<file path="src/rtl/dqs_tx_pkg.sv">
// Shared types and widths for the DQS write sequencer and its loopback checker.
// Combinational definitions only; no latency, no backpressure.
package dqs_tx_pkg;

  typedef enum logic [1:0] {
    ST_IDLE  = 2'd0,
    ST_PRE   = 2'd1,
    ST_BURST = 2'd2,
    ST_POST  = 2'd3
  } dqs_tx_state_t;

  localparam int PP_CNT_W   = 8;
  localparam int MISMATCH_W = 8;

endpackage

</file>
<file path="src/rtl/dqs_loopback_checker.sv">
// Compares returned DQS against the driven level delayed by CHECK_DELAY cycles; saturating count.
// Count is visible one cycle after the compared sample; no backpressure.
module dqs_loopback_checker
  import dqs_tx_pkg::*;
#(
  parameter int CHECK_DELAY = 2
) (
  input  logic                  clk,
  input  logic                  rst_n,
  input  logic                  clr,
  input  logic                  dqs_data,
  input  logic                  in_burst,
  input  logic                  dqs_received,
  output logic [MISMATCH_W-1:0] mismatch_cnt
);

  // Each stage holds {in_burst, dqs_data}.
  logic [1:0]            sr_q [CHECK_DELAY];
  logic [1:0]            sr_d [CHECK_DELAY];
  logic [MISMATCH_W-1:0] cnt_q, cnt_d;

  always_comb begin
    for (int i = 0; i < CHECK_DELAY; i++) sr_d[i] = sr_q[i];
    sr_d[0] = {in_burst, dqs_data};
    for (int i = 1; i < CHECK_DELAY; i++) sr_d[i] = sr_q[i-1];

    cnt_d = cnt_q;
    if (clr) begin
      cnt_d = '0;
    end else if (sr_q[CHECK_DELAY-1][1] && (dqs_received != sr_q[CHECK_DELAY-1][0])
                 && (cnt_q != {MISMATCH_W{1'b1}})) begin
      cnt_d = cnt_q + 1'b1;
    end
  end

  always_ff @(posedge clk) begin
    if (!rst_n) begin
      for (int i = 0; i < CHECK_DELAY; i++) sr_q[i] <= '0;
      cnt_q <= '0;
    end else begin
      for (int i = 0; i < CHECK_DELAY; i++) sr_q[i] <= sr_d[i];
      cnt_q <= cnt_d;
    end
  end

  assign mismatch_cnt = cnt_q;

endmodule

</file>
<file path="src/rtl/dqs_tx_seq.sv">
// Write DQS sequencer: preamble, toggling burst, postamble, then release; all outputs registered.
// Outputs change one cycle after acceptance; start outside IDLE is dropped. Optional checker: DQS_TX_LOOPBACK_CHECK_EN.
module dqs_tx_seq
  import dqs_tx_pkg::*;
#(
  parameter int PREAMBLE_LEN  = 2,
  parameter int POSTAMBLE_LEN = 1,
  parameter int LEN_WIDTH     = 8,
  parameter int CHECK_DELAY   = 2
) (
  input  logic                  clk,
  input  logic                  rst_n,
  input  logic                  start,
  input  logic [LEN_WIDTH-1:0]  burst_len,
  output logic                  busy,
  output logic                  done,
  output logic                  dqs_data,
  output logic                  dqs_tri,
  input  logic                  dqs_received,
  output logic [MISMATCH_W-1:0] mismatch_cnt
);

  localparam int CNT_W = (LEN_WIDTH > PP_CNT_W) ? LEN_WIDTH : PP_CNT_W;

  dqs_tx_state_t        state_q, state_d;
  logic [CNT_W-1:0]     cnt_q, cnt_d;
  logic [LEN_WIDTH-1:0] len_q, len_d;
  logic                 busy_q, busy_d;
  logic                 done_q, done_d;
  logic                 dqs_data_q, dqs_data_d;
  logic                 dqs_tri_q, dqs_tri_d;
  logic                 accept;

  always_comb begin
    state_d = state_q;
    cnt_d   = cnt_q;
    len_d   = len_q;
    accept  = 1'b0;
    unique case (state_q)
      ST_IDLE: begin
        if (start && (burst_len != '0)) begin
          accept  = 1'b1;
          len_d   = burst_len;
          cnt_d   = CNT_W'(PREAMBLE_LEN - 1);
          state_d = ST_PRE;
        end
      end
      ST_PRE: begin
        if (cnt_q == '0) begin
          cnt_d   = CNT_W'(len_q) - CNT_W'(1);
          state_d = ST_BURST;
        end else begin
          cnt_d = cnt_q - 1'b1;
        end
      end
      ST_BURST: begin
        if (cnt_q == '0) begin
          cnt_d   = CNT_W'(POSTAMBLE_LEN - 1);
          state_d = ST_POST;
        end else begin
          cnt_d = cnt_q - 1'b1;
        end
      end
      ST_POST: begin
        if (cnt_q == '0) state_d = ST_IDLE;
        else             cnt_d   = cnt_q - 1'b1;
      end
      default: state_d = ST_IDLE;
    endcase

    // Outputs are registered from the next state so they line up with state_q.
    dqs_tri_d  = (state_d == ST_IDLE);
    busy_d     = (state_d != ST_IDLE);
    done_d     = (state_q == ST_POST) && (state_d == ST_IDLE);
    dqs_data_d = 1'b0;
    if (state_d == ST_BURST) dqs_data_d = (state_q == ST_BURST) ? ~dqs_data_q : 1'b1;
  end

  always_ff @(posedge clk) begin
    if (!rst_n) begin
      state_q    <= ST_IDLE;
      cnt_q      <= '0;
      len_q      <= '0;
      busy_q     <= 1'b0;
      done_q     <= 1'b0;
      dqs_data_q <= 1'b0;
      dqs_tri_q  <= 1'b1;
    end else begin
      state_q    <= state_d;
      cnt_q      <= cnt_d;
      len_q      <= len_d;
      busy_q     <= busy_d;
      done_q     <= done_d;
      dqs_data_q <= dqs_data_d;
      dqs_tri_q  <= dqs_tri_d;
    end
  end

  assign busy     = busy_q;
  assign done     = done_q;
  assign dqs_data = dqs_data_q;
  assign dqs_tri  = dqs_tri_q;

`ifdef DQS_TX_LOOPBACK_CHECK_EN
  dqs_loopback_checker #(
    .CHECK_DELAY (CHECK_DELAY)
  ) u_checker (
    .clk          (clk),
    .rst_n        (rst_n),
    .clr          (accept),
    .dqs_data     (dqs_data_q),
    .in_burst     (state_q == ST_BURST),
    .dqs_received (dqs_received),
    .mismatch_cnt (mismatch_cnt)
  );
`else
  localparam int unused_check_delay = CHECK_DELAY;
  logic unused_rx;
  logic unused_accept;
  assign unused_rx     = dqs_received;
  assign unused_accept = accept;
  assign mismatch_cnt  = '0;
`endif

endmodule

</file>
<file path="config.mk">
export PLATFORM = sky130hd
export DESIGN_NAME = dqs_tx_seq
export DESIGN_NICKNAME = d
export VERILOG_FILES = /design/src/rtl/dqs_tx_pkg.sv /design/src/rtl/dqs_loopback_checker.sv /design/src/rtl/dqs_tx_seq.sv
export SDC_FILE = /design/constraint.sdc
export NUM_CORES = 1
export LEC_CHECK = 0
export CORE_ASPECT_RATIO = 1.75
export CORE_MARGIN = 3
export CORE_UTILIZATION = 25
export CTS_CLUSTER_SIZE = 14
export DETAILED_ROUTE_END_ITERATION = 6
export SYNTH_ARGS = -nofsm -noshare
export SYNTH_HDL_FRONTEND = slang
export SYNTH_SLANG_ARGS = --single-unit
</file>
<file path="constraint.sdc">
create_clock -name clk -period 3.8 [get_ports clk]
set_input_delay 0.57 -clock clk [delete_from_list [all_inputs] [get_ports clk]]
set_output_delay 0.57 -clock clk [all_outputs]
set_load 0.05 [all_outputs]
</file>
Word level (Yosys, flattened, before mapping)
Index checks and enable logic that the tools add are counted.
- bitwise operators: 1
- multiplexer cells: 11
- equality and inequality tests: 6
- reduce and logical (&&, ||, !) cells: 10
- $add $sub $neg: 2
- operators with widths (kind ; count):
    two-way mux 8 bit ; 4
    case mux 8 bit (4 select lines) ; 1
    subtractor 8 x 1 -> 8 bit (second input constant) ; 2
    zero test 8 bit ; 1
    two-way mux 2 bit ; 4
    case mux 2 bit (4 select lines) ; 1
    nonzero test 8 bit ; 1
    == test 2 bit (second input constant) ; 3
    AND reduction 2 bit ; 3
    zero test 2 bit ; 2
    != test 2 bit (second input constant) ; 2
    == test 2 x 1 -> 1 bit (second input constant) ; 1
    logical AND 1 bit ; 2
    nonzero test 2 bit ; 1
    two-way mux 1 bit ; 1
    inverter 1 bit ; 1
- output and inout port bits: 12
- flip-flop bits (word level): 22
- input bits: 12

Longest topological paths before layout
- depth in word-level cells: 6
- mapped depth: 7
- gate-level depth less buffers: 7

Worst setup path after synthesis
No wires, ideal clock.
- kind: reg2reg
- from: register cnt_q[0]
- to: register cnt_q[6]
- path slack: 1952 ps
- required time: 3676 ps
- stages on the path, launching flop included: 7
- library setup time: 124 ps
- buffers on the path: 0
- arrival time: 1725 ps
- path through: dfxtp_1 -> inv_1 -> ha_1 -> or3b_2 -> maj3_1 -> a221oi_2 -> nor3b_2
- cells in the longest elaborated chain, start to end: 3
- elaborated cells between the ends (all ways): 8
- classes of those cells: add/sub: 1; eq/ne: 1; mux: 4; reduce/logical: 2
- RTL lines (what ; line ; text):
    start, declared ; dqs_tx_seq.sv:26 ; logic [CNT_W-1:0] cnt_q, cnt_d;
    start signal, assigned ; dqs_tx_seq.sv:90 ; cnt_q <= cnt_d;
    subtractor 8 x 1 -> 8 bit / zero test 8 bit (equally long branches) ; - ;
    two-way mux 8 bit, or another cell as far along ; dqs_tx_seq.sv:65 ; if (cnt_q == '0) state_d = ST_IDLE;
    case mux 8 bit (4 select lines) / AND reduction 2 bit (equally long branches) ; - ;
Parallel ways exist; a longest one is shown, timed or not. The select of a mux whose other input is x is not followed.
A chain may end at the register's enable or synchronous reset.

Final worst setup path
- from: input port start
- to: register cnt_q[1]
- cells in the longest elaborated chain, start to end: 3
- RTL lines (what ; line ; text):
    start, declared ; dqs_tx_seq.sv:13 ; input logic start,
    logical AND 1 bit ; dqs_tx_seq.sv:41 ; if (start && (burst_len != '0)) begin
    != test 2 bit (no source line) ; - ;
    AND reduction 2 bit (no source line) ; - ;
No other way between the ends.

==> out/qor.csv <==
stage;metric;value;unit
floorplan;Initial Utilization;26.2;%
synth;flops & latches, synth;22;
flow_run;Max Cap Viol;0;
critical_path;CP Class;in2reg;
sta;setup TNS;0;ps
synth;ranking of synthesized cells by area;dfxtp_1 33%, a21boi_0 7.4%, nand2_1 5.1%, xnor2_1 4.7%, nand3_1 4.6%;
sta;Peak Freq;0.442;GHz
layout;Diodes inserted;0;
cts;Num CTS Buffers;3;
power;Cell Pwr Density;888;nW/um^2
sta;Final min period;2260;ps
global_routing;Total GRT Usage;10.5;%
cts;worst skew pair latency;260;ps
sta;Worst-Margin Slew;674;ps
layout;NumNets Final;185;
sta;RSZ-0062 raised after global routing;no;
critical_path;slowest CP cell;clkdlybuf4s50_1;
hold_path;Worst Hold Class;reg2reg;
global_routing;vias in the first global route;1164;
layout;share of layout cells above drive strength 1;6.51;%
power;Static Leakage;0.566;nW
synth;sequential-to-total area share from yosys stat;33.5;%
global_routing;first-pass GRT wire length;4.95;mm
synth;Mapped Area;1320;sq um
cts;clock sink total;22;
place;dpl cells;219;
sta;Slew headroom;54.9;%
synth;Yosys cell types;39;
route;routed wire length;2.93;mm
route;via density per instance;5.07;
critical_path;Worst path max stage delay;630;ps
floorplan;CORE AREA;5020;sq um
sta;clk_skew;7.46;ps
cts;Post-CTS Repair Setup Buffers;0;
cts;PostCTS Resize Cnt;0;
synth;dominant cell type by area after synthesis;dfxtp_1;
critical_path;Worst EP required;3960;ps
layout;number of fillers in the final layout;549;
cts;H-tree depth;1;
synth;synth cell count leaders;22 x dfxtp_1, 18 x nand2_1, 13 x a21boi_0, 12 x nand3_1, 12 x nor2_1;
synth;Syn Inst Count;160;
cts;CTS Root Cell;clkbuf_8;
cts;Post-CTS Hold Fix Bufs;0;
route;antenna-violating nets left;0;
critical_path;Startpoint Class;input pin;
place;RePlAce Congestion;0.775;
synth;Synth async-reset ratio;0;%
layout;P&R area growth vs syn;16.2;%
global_routing;initial antenna violation count;0;
route;Vias;1130;
layout;area of the multi-input gates;793;sq um
layout;final cell count without fillers;223;
floorplan;Die Y-Extent;102;um
route;routed len/inst;13.1;um
route;DRC viols;0;
floorplan;Die W;60.8;um
global_routing;grt total ovfl;0;
layout;Register Area;440;sq um
critical_path;worst path cell trace;clkdlybuf4s50_1 > a21boi_0 > nand2_1 > a21oi_1 > and3b_1;
synth;top_reg_cell synth;dfxtp_1;
sta;Final Hold Fails;0;
synth;most common cell in the netlist;dfxtp_1;
critical_path;Critical Path End Type;flop;
power;Peak VDD IR;0.322;mV
sta;fin. max-slew vios;0;
route;DR iter-0 viols;28;
floorplan;die footprint;6200;sq um
outcome;status;finished clean;
place;# port buffers;14;
critical_path;crit path max fanout;13;
route;drt pass-1 iters;4;
synth;Avg Cell Area, Syn;8.22;sq um
global_routing;largest net degree at the start of global routing;24;
cts;deepest clock path buffer count;2;
place;hpwl dp;2.34;mm
power;Design Power;1.36;mW
cts;TritonCTS clock tree;built;
critical_path;CP Data Arrival Time;2420;ps
synth;Synth top area share;33.5;%
floorplan;Site Rows;34;
synth;Ys Warns;0;
sta;Final period util;59.5;%
synth;number of enable flip-flop cells after synthesis;0;
floorplan;I/O pin total;24;
sta;Final setup viols;0;
cts;clock slew at reported path FFs;80;ps
through the flow:
stage | setup slack (ps) | util (%) | hold WS [ps] | instance area [sq um]
final | 1540 | 30.4 | 496 | 1530
after global routing | 1390 | 30.4 | 515 | 1530
after CTS | 1530 | 30.4 | 498 | 1530
after detailed placement | 1240 | 29.0 | 485 | 1460
after global placement | 1280 | 29.0 | 481 | 1460
after floorplan | 1950 | - | 456 | 1340
where the power goes:
part           switching [mW]  internal (mW)  total (mW)
registers               0.113          0.301       0.414
clock network          0.0768          0.141       0.217
logic                   0.420          0.305       0.725
total                   0.610          0.747        1.36
registers in the layout, indices dropped and copies added, names as in the netlist:
register  count
state_q       2
dqs_tri       1
done          1
busy          1
dqs_data      1
len_q         8
cnt_q         8
routing by layer:
layer / share of wire [%] / GRT usage, % / up-vias
li1: - / - / 577
met1: 35 / 9.08 / 509
met2: 58 / 21.1 / 36
met3: 3.4 / 1.64 / 8
met4: 3.7 / 5.51 / 0
met5: 0 / 0 / -
cells by family after synthesis:
family	Yosys count	synth area share [%]
AO/OA/AOI/OAI	37	21.6
XOR/XNOR	8	5.33
adder cells (fa/ha/maj)	4	3.62
buffers and inverters	20	8.18
flip-flops	22	33.5
multiplexers	1	0.761
other	1	0.285
AND/OR/NAND/NOR	67	26.7
layout by cell type (no fill, tap or decap), types with 2 or more instances in the layout:
| cell type | netlist | final |
|---|---|---|
| o21a_1 | 3 | 3 |
| nor3_1 | 5 | 5 |
| nand3_1 | 12 | 12 |
| dfxtp_1 | 22 | 22 |
| clkbuf_8 | 0 | 3 |
| nor4_1 | 7 | 7 |
| o31ai_1 | 2 | 2 |
| o221ai_1 | 2 | 2 |
| ha_1 | 3 | 3 |
| inv_1 | 4 | 4 |
| a21boi_0 | 13 | 13 |
| clkdlybuf4s50_1 | 0 | 14 |
| a21oi_1 | 4 | 4 |
| xnor2_1 | 7 | 7 |
| nand2_1 | 18 | 18 |
| a211oi_1 | 2 | 2 |
| nor3b_1 | 3 | 3 |
| nor2_1 | 12 | 12 |
| o21ai_0 | 3 | 3 |
| conb_1 | 1 | 8 |
| a21boi_1 | 2 | 2 |
| o211a_1 | 2 | 2 |
| and2_1 | 2 | 2 |
worst max-delay path: cells and delay by family:
kind / cells / cell delay, ps
compound gates: 2 / 650
buf+inv: 1 / 630
simple gates: 2 / 570
cell type report:
cell class / instances / area share (%)
clock buffers: 3 / 2.70
clock inverters: 1 / 1.97
inverters: 4 / 0.983
multi-input cells: 125 / 51.9
flip-flops and latches: 22 / 28.8
well taps: 54 / 4.42
repair buffers: 14 / 9.17
final timing paths:
check	from	endpoint	slack, ps	depth (start not counted)
worst max-delay path	start	cnt_q[1]	1540	5
worst min-delay path	len_q[7]	len_q[7]	500	2
worst max register to register	cnt_q[0]	cnt_q[1]	1670	7
worst min register to register	len_q[7]	len_q[7]	500	2
Note: power is estimated with default switching activity, not from simulation.
